===== src/rtl/layer1_stream_out.sv =====
// ---------------------------------------------------------------------------
// layer1_stream_out
//
// Purpose:
//   Reads the 32x32 max-pooled layer-1 map back from the shared result
//   memory in raster order once the convolution engine reports completion.
//   The values are streamed out over a valid/ready interface through a small
//   prefetch FIFO. The unsigned maximum of the map is reported when done.
//
// Ports:
//   clk        system clock
//   reset      synchronous, active-high reset
//   start      one-cycle pulse: pooled map complete (ignored while busy)
//   busy       high from accepted start until the done pulse has passed
//   crd        result-memory read strobe
//   caddr_rd   result-memory read address
//   csel       memory select, CSEL_VAL while reads are being issued
//   cdata_rd   read data, valid the cycle after crd
//   out_valid  out_data/out_idx/out_last valid (FIFO non-empty)
//   out_ready  sink accepts the current head
//   out_data   pooled value at the FIFO head
//   out_idx    raster index (y*32+x) of out_data
//   out_last   head is the final element of the map
//   max_val    unsigned maximum of all values read, valid at done
//   done       one-cycle pulse the cycle after the last transfer
// ---------------------------------------------------------------------------
module layer1_stream_out #(
  parameter int         DW         = 20,
  parameter int         AW         = 12,
  parameter int         N_ELEM     = 1024,
  parameter int         BASE_ADDR  = 0,
  parameter int         FIFO_DEPTH = 4,
  parameter logic [2:0] CSEL_VAL   = 3'b011
) (
  input  logic          clk,
  input  logic          reset,
  input  logic          start,
  output logic          busy,
  output logic          crd,
  output logic [AW-1:0] caddr_rd,
  output logic [2:0]    csel,
  input  logic [DW-1:0] cdata_rd,
  output logic          out_valid,
  input  logic          out_ready,
  output logic [DW-1:0] out_data,
  output logic [9:0]    out_idx,
  output logic          out_last,
  output logic [DW-1:0] max_val,
  output logic          done
);

  localparam int PW = (FIFO_DEPTH > 1) ? $clog2(FIFO_DEPTH) : 1;
  localparam int CW = PW + 1;
  localparam int RW = $clog2(N_ELEM + 1);

  localparam logic [RW-1:0] N_ELEM_R  = RW'(N_ELEM);
  localparam logic [RW-1:0] LAST_RD   = RW'(N_ELEM - 1);
  localparam logic [9:0]    LAST_IDX  = 10'(N_ELEM - 1);
  localparam logic [CW:0]   DEPTH_C   = (CW + 1)'(FIFO_DEPTH);
  localparam logic [AW-1:0] BASE_C    = AW'(BASE_ADDR);

  typedef enum logic [1:0] {
    S_IDLE  = 2'd0,
    S_FETCH = 2'd1,
    S_DRAIN = 2'd2,
    S_DONE  = 2'd3
  } state_t;

  state_t          state_q, state_d;
  logic [RW-1:0]   rd_idx_q, rd_idx_d;     // reads issued so far
  logic [9:0]      wr_idx_q, wr_idx_d;     // raster index of the next push
  logic            pend_q;                 // cdata_rd carries read data this cycle
  logic            busy_q, busy_d;
  logic            crd_q, crd_d;
  logic [AW-1:0]   caddr_q, caddr_d;
  logic [2:0]      csel_q, csel_d;
  logic            done_q, done_d;
  logic [DW-1:0]   max_q, max_d;

  // Prefetch FIFO
  logic [DW-1:0]   val_mem [FIFO_DEPTH];
  logic [9:0]      idx_mem [FIFO_DEPTH];
  logic [PW-1:0]   wr_ptr_q, wr_ptr_d;
  logic [PW-1:0]   rd_ptr_q, rd_ptr_d;
  logic [CW-1:0]   count_q, count_d;

  logic            head_valid;
  logic            push;
  logic            pop;
  logic [CW:0]     occupancy;
  logic            credit;

  assign head_valid = (count_q != '0);
  assign out_valid  = head_valid;
  assign out_data   = head_valid ? val_mem[rd_ptr_q] : '0;
  assign out_idx    = head_valid ? idx_mem[rd_ptr_q] : '0;
  assign out_last   = head_valid && (idx_mem[rd_ptr_q] == LAST_IDX);

  assign busy     = busy_q;
  assign crd      = crd_q;
  assign caddr_rd = caddr_q;
  assign csel     = csel_q;
  assign done     = done_q;
  assign max_val  = max_q;

  always_comb begin
    push      = pend_q;
    pop       = head_valid && out_ready;

    wr_ptr_d  = push ? wr_ptr_q + 1'b1 : wr_ptr_q;
    rd_ptr_d  = pop  ? rd_ptr_q + 1'b1 : rd_ptr_q;
    unique case ({push, pop})
      2'b10:   count_d = count_q + 1'b1;
      2'b01:   count_d = count_q - 1'b1;
      default: count_d = count_q;
    endcase

    // A read issued now lands in the FIFO two edges from now; by then the
    // entries already held plus the read on the bus this cycle (crd_q) must
    // leave room for it even if the sink takes nothing in between.
    occupancy = {1'b0, count_d} + {{CW{1'b0}}, crd_q};
    credit    = (occupancy < DEPTH_C);

    state_d   = state_q;
    rd_idx_d  = rd_idx_q;
    wr_idx_d  = wr_idx_q;
    busy_d    = busy_q;
    crd_d     = 1'b0;
    caddr_d   = caddr_q;
    csel_d    = csel_q;
    done_d    = 1'b0;
    max_d     = max_q;

    if (push) begin
      wr_idx_d = wr_idx_q + 1'b1;
      if (cdata_rd > max_q) begin
        max_d = cdata_rd;
      end
    end

    unique case (state_q)
      S_IDLE: begin
        if (start) begin
          // The first read is issued on the accepting edge so crd rises
          // in the cycle straight after start.
          busy_d   = 1'b1;
          max_d    = '0;
          wr_idx_d = '0;
          crd_d    = 1'b1;
          caddr_d  = BASE_C;
          csel_d   = CSEL_VAL;
          rd_idx_d = RW'(1);
          state_d  = (N_ELEM == 1) ? S_DRAIN : S_FETCH;
        end
      end
      S_FETCH: begin
        if (credit && (rd_idx_q < N_ELEM_R)) begin
          crd_d    = 1'b1;
          caddr_d  = BASE_C + AW'(rd_idx_q);
          csel_d   = CSEL_VAL;
          rd_idx_d = rd_idx_q + 1'b1;
          if (rd_idx_q == LAST_RD) begin
            state_d = S_DRAIN;
          end
        end
      end
      S_DRAIN: begin
        csel_d = 3'b000;
        // The last element can only leave the FIFO here, since its read is
        // issued on the edge that enters this state.
        if (pop && out_last) begin
          done_d  = 1'b1;
          state_d = S_DONE;
        end
      end
      S_DONE: begin
        busy_d  = 1'b0;
        state_d = S_IDLE;
      end
      default: state_d = S_IDLE;
    endcase
  end

  always_ff @(posedge clk) begin
    if (reset) begin
      state_q  <= S_IDLE;
      rd_idx_q <= '0;
      wr_idx_q <= '0;
      pend_q   <= 1'b0;
      busy_q   <= 1'b0;
      crd_q    <= 1'b0;
      caddr_q  <= '0;
      csel_q   <= 3'b000;
      done_q   <= 1'b0;
      max_q    <= '0;
      wr_ptr_q <= '0;
      rd_ptr_q <= '0;
      count_q  <= '0;
    end else begin
      state_q  <= state_d;
      rd_idx_q <= rd_idx_d;
      wr_idx_q <= wr_idx_d;
      pend_q   <= crd_q;
      busy_q   <= busy_d;
      crd_q    <= crd_d;
      caddr_q  <= caddr_d;
      csel_q   <= csel_d;
      done_q   <= done_d;
      max_q    <= max_d;
      wr_ptr_q <= wr_ptr_d;
      rd_ptr_q <= rd_ptr_d;
      count_q  <= count_d;
    end
  end

  // Storage needs no reset: entries are only visible while count_q covers them.
  always_ff @(posedge clk) begin
    if (push) begin
      val_mem[wr_ptr_q] <= cdata_rd;
      idx_mem[wr_ptr_q] <= wr_idx_q;
    end
  end

endmodule


===== config.mk =====
export PLATFORM = sky130hd
export DESIGN_NAME = layer1_stream_out
export DESIGN_NICKNAME = d
export VERILOG_FILES = /design/src/rtl/layer1_stream_out.sv
export SDC_FILE = /design/constraint.sdc
export NUM_CORES = 1
export LEC_CHECK = 0
export ABC_AREA = 1
export CORE_AREA = 2 2 141 116
export DETAILED_ROUTE_END_ITERATION = 8
export DIE_AREA = 0 0 143 118
export PLACE_DENSITY = 0.9
export SLEW_MARGIN = 20
export SYNTH_ARGS = -nofsm -noshare
export SYNTH_HDL_FRONTEND = slang
export SYNTH_SLANG_ARGS = --single-unit

===== constraint.sdc =====
create_clock -name clk -period 3.1 [get_ports clk]
set_input_delay 0.465 -clock clk [delete_from_list [all_inputs] [get_ports clk]]
set_output_delay 0.465 -clock clk [all_outputs]
set_load 0.02 [all_outputs]

* Word level (Yosys, flattened, before mapping) *
Memory sizes are Yosys's and may differ from the RTL's. A register that Yosys moved wholly into a read port is not among the register bits.
Index checks and enable logic that the tools add are counted.

storage, ports and cells
  output and inout bits = 70
  ROM bits = 0
  word-level logic and storage cells = 87
  flip-flop bits (word level) = 69
  bits in writable memories = 120
  input port bits = 24
  memories = 2
  bits in latches = 0

memories
  memory   words  width  read ports  clocked after memory_dff  wr ports  RTL line  source
  val_mem  4      20     1           1                         1         81        logic [DW-1:0] val_mem [FIFO_DEPTH];
  idx_mem  4      10     1           1                         1         82        logic [9:0] idx_mem [FIFO_DEPTH];

cells by class
  multipliers = 0
  equality and inequality tests = 11
  add/subtract/negate cells = 7
  order comparisons = 3
  reduce and logical (&&, ||, !) cells = 14
  bitwise logic cells = 1
  divide/modulo/power cells = 0
  muxes and demuxes = 36
  shifts and indexed selects = 0

operator list
  kind                     count
  $mux W20                 5
  $mux W10                 4
  $mux W12                 2
  $pmux W12 S2             1
  $mux W11                 2
  $pmux W11 S2             1
  $gt A20 B20 Y1           1
  $mux W2                  8
  $add A11 B1 Y11 const B  1
  $eq A11 B10 Y1 const B   1
  $lt A11 B11 Y1 const B   1
  $add A10 B1 Y10 const B  1
  $eq A10 B10 Y1 const B   1
  $pmux W3 S3              1
  $ne A2 B2 Y1 const B     4
  $pmux W2 S4              1
  $eq A2 B2 Y1 const B     3
  $mux W1                  6
  $mux W3                  2
  $pmux W3 S2              1
  $reduce_and A3 Y1        2
  $reduce_bool A3 Y1       2
  $add A2 B1 Y2 const B    2
  $add A3 B1 Y4            1
  other kinds (12)         18

* Depth between registers and ports, before layout *
  depth in word-level cells = 9
  depth in mapped cells = 20
  gate-level depth less buffers = 20

* Worst setup path before layout *
OpenSTA, ideal clock, no wires.

  path kind = register -> register
  start = reg count_q[0]
  end = reg rd_idx_q[6]
  data arrival time = 2.402 ns
  cell stages (with the launch flop) = 18
  buffers on the path = 1
  path slack = 0.579 ns
  required time = 2.981 ns
  cells stage by stage = dfxtp_1 > inv_1 > nand3_1 > nand2_1 > inv_1 > ha_1 > inv_1 > fa_1 > nand2_1 > o21ai_2 > nor2_1 > nor2_1 > nand2_1 > nand2_2 > nand2_4 > buf_6 > nor3b_1 > nor2_1

between the ends
  cells in the longest elaborated chain, start to end = 9
  elaborated cells between the ends (all ways) = 12

ends and longest elaborated chain
  what                                          RTL line  source
  start, declared                               85        logic [CW-1:0] count_q, count_d;
  start signal, assigned                        212       count_q <= count_d;
  $reduce_bool A3 Y1 (*)                        93        assign head_valid = (count_q != '0);
  named net out_valid                           43        output logic out_valid,
  $logic_and A1 B1 Y1 (*)                       108       pop = head_valid && out_ready;
  $eq A2 B1 Y1 or $eq A2 B2 Y1 (tied branches)  112       unique case ({push, pop})
  $pmux W3 S2 (*)                               112
  $add A3 B1 Y4 (*)                             121       occupancy = {1'b0, count_d} + {{CW{1'b0}}, crd_q};
  $lt A4 B3 Y1 (*)                              122       credit = (occupancy < DEPTH_C);
  $logic_and A1 B1 Y1 (*)                       157       if (credit && (rd_idx_q < N_ELEM_R)) begin
  $ne A2 B2 Y1 (no source line) (*)             n/a
  $reduce_and A3 Y1 (no source line) (*)        n/a
  end signal, assigned                          201       rd_idx_q <= rd_idx_d;
  end, declared                                 70        logic [RW-1:0] rd_idx_q, rd_idx_d;

Mark *: on every way through the listed nets, which the timed path passes. The rest lies on a longest branch.
A chain may end at the register's enable or synchronous reset.

==> impl_metrics.py <==
metrics = {
    "run_status": {
        "status": "completed",
    },
    "placed_design": {
        "gp_congestion": 0.870,
        "dp_hpwl_um": 12300,
        "portBuffers": 91,
    },
    "global_routing": {
        "grt_max_degree": 37,
        "gr-total-overflow": 0,
        "antenna_found_initial": 0,
        "grt_pass1_vias": 6183,
        "grt_pass1_wl_um": 30800,
        "grt_usage_pct": 23.4,
    },
    "yosys": {
        "yosysWarnings": 0,
        "synth_edf_count": 120,
        "ys_async_sr_fraction_pct": 0,
        "synth_flop_cell": "edfxtp_1",
        "synth-xor-area-share_pct": 0.413,
        "yosys.area_share.simple_pct": 19.9,
        "synthAdderAreaFrac_pct": 4.81,
        "ys_ff_latch": 188,
        "synth_cells": 878,
        "synth_area_um2": 8480,
        "synth.area.mux_share_pct": 0,
        "synth_compound_area_share_pct": 9.57,
        "yosysUniqueCellTypes": 44,
        "avgSynthCellArea_um2": 9.65,
        "synth_top_family_by_area": "simple AND/OR/NAND/NOR gates",
        "ys_seq_area_share_pct": 58.6,
    },
    "finish": {
        "n_antenna_cell": 0,
        "syn2layout_area_growth_pct": 20.1,
        "nets": 1026,
        "fillers": 1144,
        "fin_util_pct": 65.9,
        "drive_above_1_share_pct": 9.77,
    },
    "setup_path": {
        "cp_data_arrival_time_ns": 2.54,
        "critPathCaptureType": "output pin",
        "required_ns": 2.63,
        "crit_type": "register to output pin",
        "cp_max_fo": 15,
        "startpoint_type": "register",
    },
    "timing": {
        "final-setup-viol-count": 0,
        "fin_tns_setup_ns": 0,
        "fmax_ghz": 0.333,
        "skew_ns": 0.00981,
        "hold_viol_final": 0,
        "maxSlewViolCount": 0,
        "slew_headroom_pct": 43.9,
        "rsz0062_at_grt": "false",
        "tightest_slew_ns": 0.840,
        "min_period_ns": 3.01,
        "timing.final.crit_share_pct": 97.0,
    },
    "drt": {
        "drt_iter0_drc": 654,
        "dr_total_vias": 6453,
        "ant_nets": 0,
        "finalWirelength_um": 19200,
        "via_per_inst": 5.39,
        "routedWlPerCell_um": 16.1,
        "dr.pass1.iters": 5,
        "drc_errors": 0,
    },
    "power": {
        "p_per_area_nw_per_um2": 802,
        "ir_drop_mv": 0.710,
        "p_leak_nw": 3.71,
    },
    "die": {
        "rows": 41,
        "die_area_um2": 16900,
        "core_area_um2": 15400,
        "io_pins": 94,
        "start_util_pct": 54.9,
        "fp.dieH_um": 118,
        "die_x_um": 143,
    },
    "flow_run": {
        "cap_viol_max_count": 0,
    },
    "cts": {
        "root_buffer": "clkbuf_16",
        "cts_sinks": 188,
        "htreeDepth": 4,
        "clock_path_buffers": 2,
        "tritoncts": "yes",
        "clk_transition_reported_paths_ns": 0.07,
        "clk_latency_ns": 0.43,
        "cts_buffers": 17,
    },
    "min_path": {
        "hold_class": "register to register",
    },
}
[cell type report]
| cell class | count | area, um2 | area share [%] |
|---|---|---|---|
| sequential | 188 | 4970 | 48.8 |
| multi-input combinational | 567 | 2950 | 29.0 |
| timing repair buffer | 115 | 1140 | 11.2 |
| clock buffer | 19 | 443 | 4.35 |
| inverter | 81 | 315 | 3.10 |
| tap | 215 | 269 | 2.64 |
| clock inverter | 13 | 92.6 | 0.910 |
[power breakdown]
part	switching, mW	internal, mW	leakage, nW	total [mW]
registers	0.144	2.85	1.66	2.99
clock network	0.939	1.05	0.252	1.99
logic	2.00	1.18	1.80	3.18
[layer usage]
| layer | share of wire (%) | GRT usage [%] | vias to the layer above | wire length, um |
|---|---|---|---|---|
| met5 | 0 | 0 | - | 0 |
| met4 | 1.9 | 7.74 | 0 | 359 |
| met3 | 7.9 | 5.33 | 39 | 1520 |
| met2 | 49 | 38.0 | 259 | 9430 |
| met1 | 41 | 31.1 | 3038 | 7940 |
| li1 | - | - | 3117 | - |
[sequential cells by signal (all words and copies together), names as in the netlist, named ones only]
| signal | cells |
|---|---|
| val_mem | 80 |
| rd_ptr_q | 2 |
| csel | 1 |
| busy | 1 |
| count_q | 3 |
| state_q | 2 |
| idx_mem | 40 |
| wr_idx_q | 10 |
| rd_idx_q | 11 |
| max_val | 20 |
| caddr_rd | 11 |
| crd | 1 |
| done | 1 |
| pend_q | 1 |
| wr_ptr_q | 2 |
[critical path: stages (launching register included)]
cell	delay, ns
dfxtp_1	0.39
clkinvlp_4	0.25
buf_12	0.23
nor2_1	0.12
o21ai_0	0.15
a21oi_1	0.29
clkdlybuf4s50_1	0.66
[placed cells by master, fill, tap and decap left out, drive strengths merged, types with 5 or more instances in the layout]
cell           count
inv               83
nor3              12
clkinvlp           6
nand2            137
buf               24
clkinv             5
edfxtp           120
nand4              5
ha                31
nand3b            20
nand3             44
o21ai             60
nor2             152
a21oi             87
clkdlybuf4s50     90
clkbuf            19
dfxtp             68
[synthesized netlist by cell type, types with 2 or more instances]
master	instances	share of area, %
inv_1	77	3.4
a21oi_1	78	4.6
buf_6	4	0.53
a21oi_2	9	0.93
buf_2	18	1.1
inv_2	2	0.089
xnor2_1	3	0.31
edfxtp_1	120	43
nand4_1	5	0.37
buf_1	5	0.22
nand2_2	6	0.44
nand3_2	10	1.2
nor3_1	11	0.65
dfxtp_1	68	16
nor2_2	3	0.22
nand3_1	34	2.0
o21ai_1	3	0.18
or2_2	2	0.15
nand2_1	130	5.8
nor3b_1	2	0.18
o21ai_0	56	3.3
nor4_1	2	0.15
nand3b_1	20	1.8
buf_4	4	0.35
ha_1	31	4.6
clkbuf_1	10	0.44
nor2_1	148	6.6
[per-stage QoR]
step	cell area, um2	worst slack (ns)	instances	hold WS (ns)	total power [mW]
after floorplan	8480	0.579	879	0.436	5.08
after global placement	9600	0.218	1162	0.446	6.07
after detailed placement	9600	0.133	1162	0.434	6.17
after CTS	10200	0.0325	1197	0.450	8.17
after global routing	10200	0.0470	1198	0.473	8.60
final	10200	0.0945	1198	0.447	8.16
[timing repair]
item | CTS | global route
endpoints found under the setup margin | 3 | 2
gates resized for setup | 2 | 2
cloned | 0 | 0
hold buffers | 0 | 0
setup buffers | 3 | 1
[cell families (layout without fill, tap and decap cells)]
group | Yosys count | after routing
xor+xnor | 4 | 4
flops | 188 | 188
fa+ha+maj | 32 | 32
compound gates | 152 | 152
other cells | 1 | 2
simple gates | 377 | 377
buf+inv | 124 | 228
[final timing paths]
check	from	endpoint	slack [ns]	depth (start not counted)
setup / recovery	register	out_data[6]	0.09	6
hold reg to reg	caddr_rd[10]$_SDFFE_PP0P_	caddr_rd[10]$_SDFFE_PP0P_	0.45	2
hold / removal	caddr_rd[10]$_SDFFE_PP0P_	caddr_rd[10]$_SDFFE_PP0P_	0.45	2
setup reg to reg	count_q[0]$_SDFF_PP0_	rd_idx_q[5]$_SDFFE_PP0P_	0.46	18
Note: power is estimated with default switching activity, not from simulation.
